<file path="src/rtl/timer_pkg.sv">
// Shared definitions for the BCD up/down timers:
// state encoding and BCD digit width.
package timer_pkg;

  localparam int DIG_W = 4;

  typedef enum logic [1:0] {
    ST_IDLE  = 2'd0,
    ST_RUN   = 2'd1,
    ST_PAUSE = 2'd2,
    ST_MAXED = 2'd3
  } state_t;

endpackage

</file>
<file path="src/rtl/bcd_up_digit.sv">
// One BCD up-counting digit with terminal value MAX.
// Chained through carry to form a multi-digit counter.
module bcd_up_digit
  import timer_pkg::*;
#(
  parameter int MAX = 9
) (
  input  logic             clk,
  input  logic             reset,
  input  logic             clr,
  input  logic             inc,
  output logic [DIG_W-1:0] digit,
  output logic             carry
);

  localparam logic [DIG_W-1:0] LAST = DIG_W'(MAX);

  assign carry = inc & (digit == LAST);

  // Digit register: clear wins, else wrap or step on inc
  always_ff @(posedge clk or posedge reset) begin
    if (reset) begin
      digit <= '0;
    end else if (clr) begin
      digit <= '0;
    end else if (inc) begin
      digit <= carry ? '0 : digit + DIG_W'(1);
    end
  end

endmodule

</file>
<file path="src/rtl/sw_upcount3.sv">
// 3-digit BCD up-counting stopwatch with
// run/pause, clear and lap-freeze controls.
module sw_upcount3
  import timer_pkg::*;
#(
  parameter int CLK_DIV     = 50000000,
  parameter int DIG1_MAX    = 9,
  parameter int DIG2_MAX    = 9,
  parameter int DIG3_MAX    = 9,
  parameter int STOP_AT_MAX = 1
) (
  input  logic             CLK_I,
  input  logic             SW_RESET_I,
  input  logic             START_STOP_I,
  input  logic             CLEAR_I,
  input  logic             LAP_I,
  output logic [DIG_W-1:0] TIM_1,
  output logic [DIG_W-1:0] TIM_2,
  output logic [DIG_W-1:0] TIM_3,
  output logic             carry_1,
  output logic             carry_2,
  output logic             carry_3,
  output logic             pulse_1sec,
  output logic             RUNNING,
  output logic             MAXED,
  output logic             LAP_ACTIVE
);

  localparam int PW = $clog2(CLK_DIV);
  localparam logic [PW-1:0] PRE_LAST = PW'(CLK_DIV - 1);
  localparam logic STOP = (STOP_AT_MAX != 0);

  state_t state, state_nx;

  logic [PW-1:0] presc;
  logic ss_q, lap_q;
  logic ss_rise, lap_rise;
  logic tick, at_last;
  logic c1, c2, c3;
  logic lap_act;
  logic [DIG_W-1:0] d1, d2, d3;
  logic [DIG_W-1:0] s1, s2, s3;

  assign ss_rise  = START_STOP_I & ~ss_q;
  assign lap_rise = LAP_I & ~lap_q;
  assign tick     = (state == ST_RUN) &&
                    (presc == PRE_LAST);

  // The tick about to land reaches the terminal value
  assign at_last = (d3 == DIG_W'(DIG3_MAX)) &&
                   (d2 == DIG_W'(DIG2_MAX)) &&
                   (d1 == DIG_W'(DIG1_MAX - 1));

  // Switch edge-detect registers
  always_ff @(posedge CLK_I or posedge SW_RESET_I) begin
    if (SW_RESET_I) begin
      ss_q  <= 1'b0;
      lap_q <= 1'b0;
    end else begin
      ss_q  <= START_STOP_I;
      lap_q <= LAP_I;
    end
  end

  // State register
  always_ff @(posedge CLK_I or posedge SW_RESET_I) begin
    if (SW_RESET_I) state <= ST_IDLE;
    else            state <= state_nx;
  end

  // Next state: clear first, then the tick, then the switch
  always_comb begin
    state_nx = state;
    if (CLEAR_I) begin
      state_nx = ST_IDLE;
    end else begin
      unique case (state)
        ST_IDLE: begin
          if (ss_rise) state_nx = ST_RUN;
        end
        ST_RUN: begin
          if (tick && at_last && STOP)
            state_nx = ST_MAXED;
          else if (ss_rise)
            state_nx = ST_PAUSE;
        end
        ST_PAUSE: begin
          if (ss_rise) state_nx = ST_RUN;
        end
        ST_MAXED: state_nx = ST_MAXED;
        default:  state_nx = ST_IDLE;
      endcase
    end
  end

  // Prescaler: zero in IDLE, frozen in PAUSE
  always_ff @(posedge CLK_I or posedge SW_RESET_I) begin
    if (SW_RESET_I) begin
      presc <= '0;
    end else if (CLEAR_I || state == ST_IDLE) begin
      presc <= '0;
    end else if (state == ST_RUN) begin
      presc <= tick ? '0 : presc + PW'(1);
    end
  end

  // Lap snapshot: take pre-tick digits, toggle off on next rise
  always_ff @(posedge CLK_I or posedge SW_RESET_I) begin
    if (SW_RESET_I) begin
      lap_act <= 1'b0;
      s1 <= '0;
      s2 <= '0;
      s3 <= '0;
    end else if (CLEAR_I) begin
      lap_act <= 1'b0;
      s1 <= '0;
      s2 <= '0;
      s3 <= '0;
    end else if (lap_rise) begin
      if (lap_act) begin
        lap_act <= 1'b0;
      end else if (state == ST_RUN ||
                   state == ST_PAUSE) begin
        lap_act <= 1'b1;
        s1 <= d1;
        s2 <= d2;
        s3 <= d3;
      end
    end
  end

  bcd_up_digit #(.MAX(DIG1_MAX)) u_d1 (
    .clk   (CLK_I),
    .reset (SW_RESET_I),
    .clr   (CLEAR_I),
    .inc   (tick),
    .digit (d1),
    .carry (c1)
  );

  bcd_up_digit #(.MAX(DIG2_MAX)) u_d2 (
    .clk   (CLK_I),
    .reset (SW_RESET_I),
    .clr   (CLEAR_I),
    .inc   (c1),
    .digit (d2),
    .carry (c2)
  );

  bcd_up_digit #(.MAX(DIG3_MAX)) u_d3 (
    .clk   (CLK_I),
    .reset (SW_RESET_I),
    .clr   (CLEAR_I),
    .inc   (c2),
    .digit (d3),
    .carry (c3)
  );

  assign TIM_1      = lap_act ? s1 : d1;
  assign TIM_2      = lap_act ? s2 : d2;
  assign TIM_3      = lap_act ? s3 : d3;
  assign carry_1    = c1;
  assign carry_2    = c2;
  assign carry_3    = c3;
  assign pulse_1sec = tick;
  assign RUNNING    = (state == ST_RUN);
  assign MAXED      = (state == ST_MAXED);
  assign LAP_ACTIVE = lap_act;

endmodule

</file>
<file path="config.mk">
export PLATFORM = sky130hd
export DESIGN_NAME = sw_upcount3
export DESIGN_NICKNAME = d
export VERILOG_FILES = /design/src/rtl/timer_pkg.sv /design/src/rtl/bcd_up_digit.sv /design/src/rtl/sw_upcount3.sv
export SDC_FILE = /design/constraint.sdc
export NUM_CORES = 1
export LEC_CHECK = 0
export CAP_MARGIN = 20
export CORE_ASPECT_RATIO = 0.7
export CORE_MARGIN = 3
export CORE_UTILIZATION = 45
export CTS_CLUSTER_DIAMETER = 40
export DETAILED_ROUTE_END_ITERATION = 10
export GPL_TIMING_DRIVEN = 0
export PLACE_DENSITY_LB_ADDON = 0.2
export SKIP_LAST_GASP = 1
export SLEW_MARGIN = 0
export SYNTH_ARGS = -nofsm -noshare
export SYNTH_HDL_FRONTEND = slang
export SYNTH_HIERARCHICAL = 1
export SYNTH_SLANG_ARGS = --single-unit
</file>
<file path="constraint.sdc">
create_clock -name CLK_I -period 3.2 [get_ports CLK_I]
set_clock_uncertainty 0.15 [all_clocks]
set_input_delay 0.32 -clock CLK_I [delete_from_list [all_inputs] [get_ports CLK_I]]
set_output_delay 0.32 -clock CLK_I [all_outputs]
set_load 0.02 [all_outputs]
</file>
==> results.cfg, run 1 <==
[status]
status = finished, final reports clean

[timing]
worst_pin_slew_ps = 609
timing.final.crit_share_pct = 93.4
slew_headroom_pct = 59.1
fin_crit_ps = 2990
final-setup-viol-count = 0
fmax_ghz = 0.335
hold_ws_ps = 159
final-hold-violation-count = 0
rsz0062_at_grt = false
drv_slew = 0

[worst_setup_path]
startpoint_type = flip-flop
crit_type = flip-flop to output port
path_cells = inv_1, ha_2, and4b_1, and4_1, nand3_4, inv_4, inv_1, nor2_4, inv_1, nor2_4, buf_4, clkdlybuf4s15_1
cp.arrival_ps = 2520
path_delay_family = buffers and inverters
worstPathMaxFanout = 7
critPathRequiredTime_ps = 2730
endpoint_kind = output port
slowest_stage = dfrtp_1
crit_buf_inv = 6
critical-path-max-stage-delay_ps = 390
path_common_cell = inv_1

[yosys]
syn_area_um2 = 3030
yosys.area_share.simple_pct = 27.7
yosys-top-cells-count = dfrtp_1 (55), nand2_1 (45), nor2_1 (31)
synthAdderAreaFrac_pct = 4.13
synth-edff-count = 0
syn_inst = 319
synthMuxAreaShare_pct = 4.46
ys_ff_latch = 55
synth_top_flop_cell = dfrtp_1
async_reset_ff_share_pct = 100
synth_cell_types = 40
synth_top_area_share_pct = 45.4
synth.area.top_cells = dfrtp_1 (45%), nand2_1 (5.6%), mux2_2 (4.5%), a21oi_1 (4.3%), ha_1 (4.1%)
syn_nets = 334
yosysWarnings = 6
synth_compound_area_share_pct = 8.63
synth_xor_area_share_pct = 6.36
ys_seq_area_share_pct = 45.4
avgSynthCellArea_um2 = 9.50
yosys.cell_count.top_type = dfrtp_1
synth_top_family_by_area = simple AND/OR/NAND/NOR gates
synth.largest_area_cell = dfrtp_1

[cts]
cts_buffer_depth = 2
numCtsBuffers = 5
tritoncts = built
cts_max_level = 2
clk_pin_slew_ps = 110
clock-sinks = 55
cts_root_buffer = clkbuf_8
worstSkewPairLatency_ps = 310

[global_routing]
overflow = 0
track_usage_pct = 17.7
antenna_found_initial = 0
grt_max_degree = 28
grt_pass1_vias = 2166
grt_pass1_wl_um = 11000

[route]
wl_per_cell_um = 14.7
routed_wirelength_um = 6570
vias = 2356
drtIter0Drc = 159
vias_per_cell = 5.28
first_pass_iters = 4
drc = 0
ant_nets = 0

[place]
dp.cells = 434
place_area_um2 = 3410
hpwl_um = 4620
io_buffer_count = 23
place.gp.congestion = 0.789

[cells_and_area]
syn2layout_area_growth_pct = 16.8
finalCoreUtilization_pct = 55.6
final_cells = 446
fin_nets = 369
antenna_cells = 0
fill_cells = 615
design_area_um2 = 3540
drive_above_1_share_pct = 15.2

[floorplan]
pin_count = 24
initial_core_util_pct = 47.6
rows = 24
die-width_um = 104
core-area_um2 = 6370
die_h_um = 74.7
die-area_um2 = 7770

[pwr]
p_leak_uw = 0.00144
power_density_nw_per_um2 = 333
ir_worst_vdd_mv = 0.170

[min_path]
hp-class = primary input to asynchronous set/reset pin

[flow_run]
cap_violations = 0
logic make-up (layout without fill, tap and decap cells):
| logic type | after synthesis | count (layout) |
|---|---|---|
| AOI/OAI and AO/OA | 44 | 44 |
| muxes | 12 | 12 |
| buffers and inverters | 25 | 61 |
| adders and majority gates | 10 | 10 |
| xor gates and xnor gates | 22 | 22 |
| and+or+nand+nor | 151 | 151 |
| DFF | 55 | 55 |
worst register-to-register path, cell delays in order (launching register included):
cell     delay, ps
dfrtp_1        390
inv_1           80
ha_2           200
and4b_1        190
and4_1         240
nand3_4        140
inv_4          120
inv_1           90
nor2_4         110
inv_1           90
nor2_4         140
nand2_1         80
or3b_1         360
a21oi_2        120
where the power goes:
group / switching [uW] / internal, uW / leakage, uW
logic: 54.2 / 28.3 / 0.000640
clock network: 243 / 153 / 0.0000402
registers: 3.63 / 698 / 0.000763
cells in the final DEF, fill, tap and decap left out, drive strengths merged, types with 9 or more instances in the layout:
cell,n
clkbuf,10
inv,14
nand3,9
nand4,11
nand3b,11
clkdlybuf4s50,20
ha,10
nor2,31
dfrtp,55
a21oi,29
nand2,45
xor2,14
mux2,12
buf,12
worst paths after layout:
| kind | from | endpoint | slack (ps) | cells past startpoint |
|---|---|---|---|---|
| hold reg to reg | s1[0] | s1[0] | 370 | 2 |
| max in group asynchronous | SW_RESET_I | presc[5] | 2150 | 3 |
| hold / removal | SW_RESET_I | u_d3/digit[2] | 160 | 2 |
| setup / recovery | state[1] | carry_2 | 210 | 12 |
| min in group CLK_I | LAP_I | lap_q | 310 | 1 |
| setup reg to reg | state[1] | u_d3/digit[2] | 620 | 13 |
state kept, by name, summed over array words and instances (netlist names), 2 cells and up:
name and count:
presc 26, s1 4, s2 4, s3 4, u_d1/digit 4, u_d2/digit 4, u_d3/digit 4, state 2
cell type report:
class	count	area, um^2	share of cell area, %
plain buffers	11	48.8	1.38
clock buffers	5	68.8	1.94
clock inverters	3	20.0	0.565
inverters	14	55.1	1.55
multi-input cells	239	1580	44.6
flip-flops and latches	55	1380	38.9
well taps	91	114	3.22
repair buffers	28	278	7.84
metal layers:
metal	vias to the layer above	track usage, %	wire length (um)
li1	1178	-	-
met1	1137	28.3	3660
met2	36	24.8	2620
met3	5	3.17	248
met4	0	3.98	40
met5	-	0	0
through the flow:
stage	setup slack, ps	power (uW)	setup TNS, ps
2_1_floorplan	82.8	767	0
3_3_place_gp	-226	794	-257
3_5_place_dp	-234	798	-273
4_1_cts	15.3	1190	0
5_1_grt	11.3	1230	0
6_report	213	1180	0
what timing repair did:
| action | 4_1_cts | 5_1_grt |
|---|---|---|
| gates cloned | 0 | 0 |
| gates resized for setup | 7 | 5 |
| buffers inserted | 2 | 2 |
| pin swaps | 1 | 1 |
| hold buffers | 0 | 0 |
| setup endpoints to repair | 3 | 3 |
Note: power is estimated with default switching activity, not from simulation.
==> run 2: changes to the inputs <==
--- a/config.mk
+++ b/config.mk
@@ -5,6 +5,7 @@
 export SDC_FILE = /design/constraint.sdc
 export NUM_CORES = 1
 export LEC_CHECK = 0
+export ABC_CLOCK_PERIOD_IN_PS = 3200
 export CAP_MARGIN = 20
 export CORE_ASPECT_RATIO = 0.7
 export CORE_MARGIN = 3
==> results of run 2 <==
No change in the layout: final DEF, timing and power equal those of run 1.
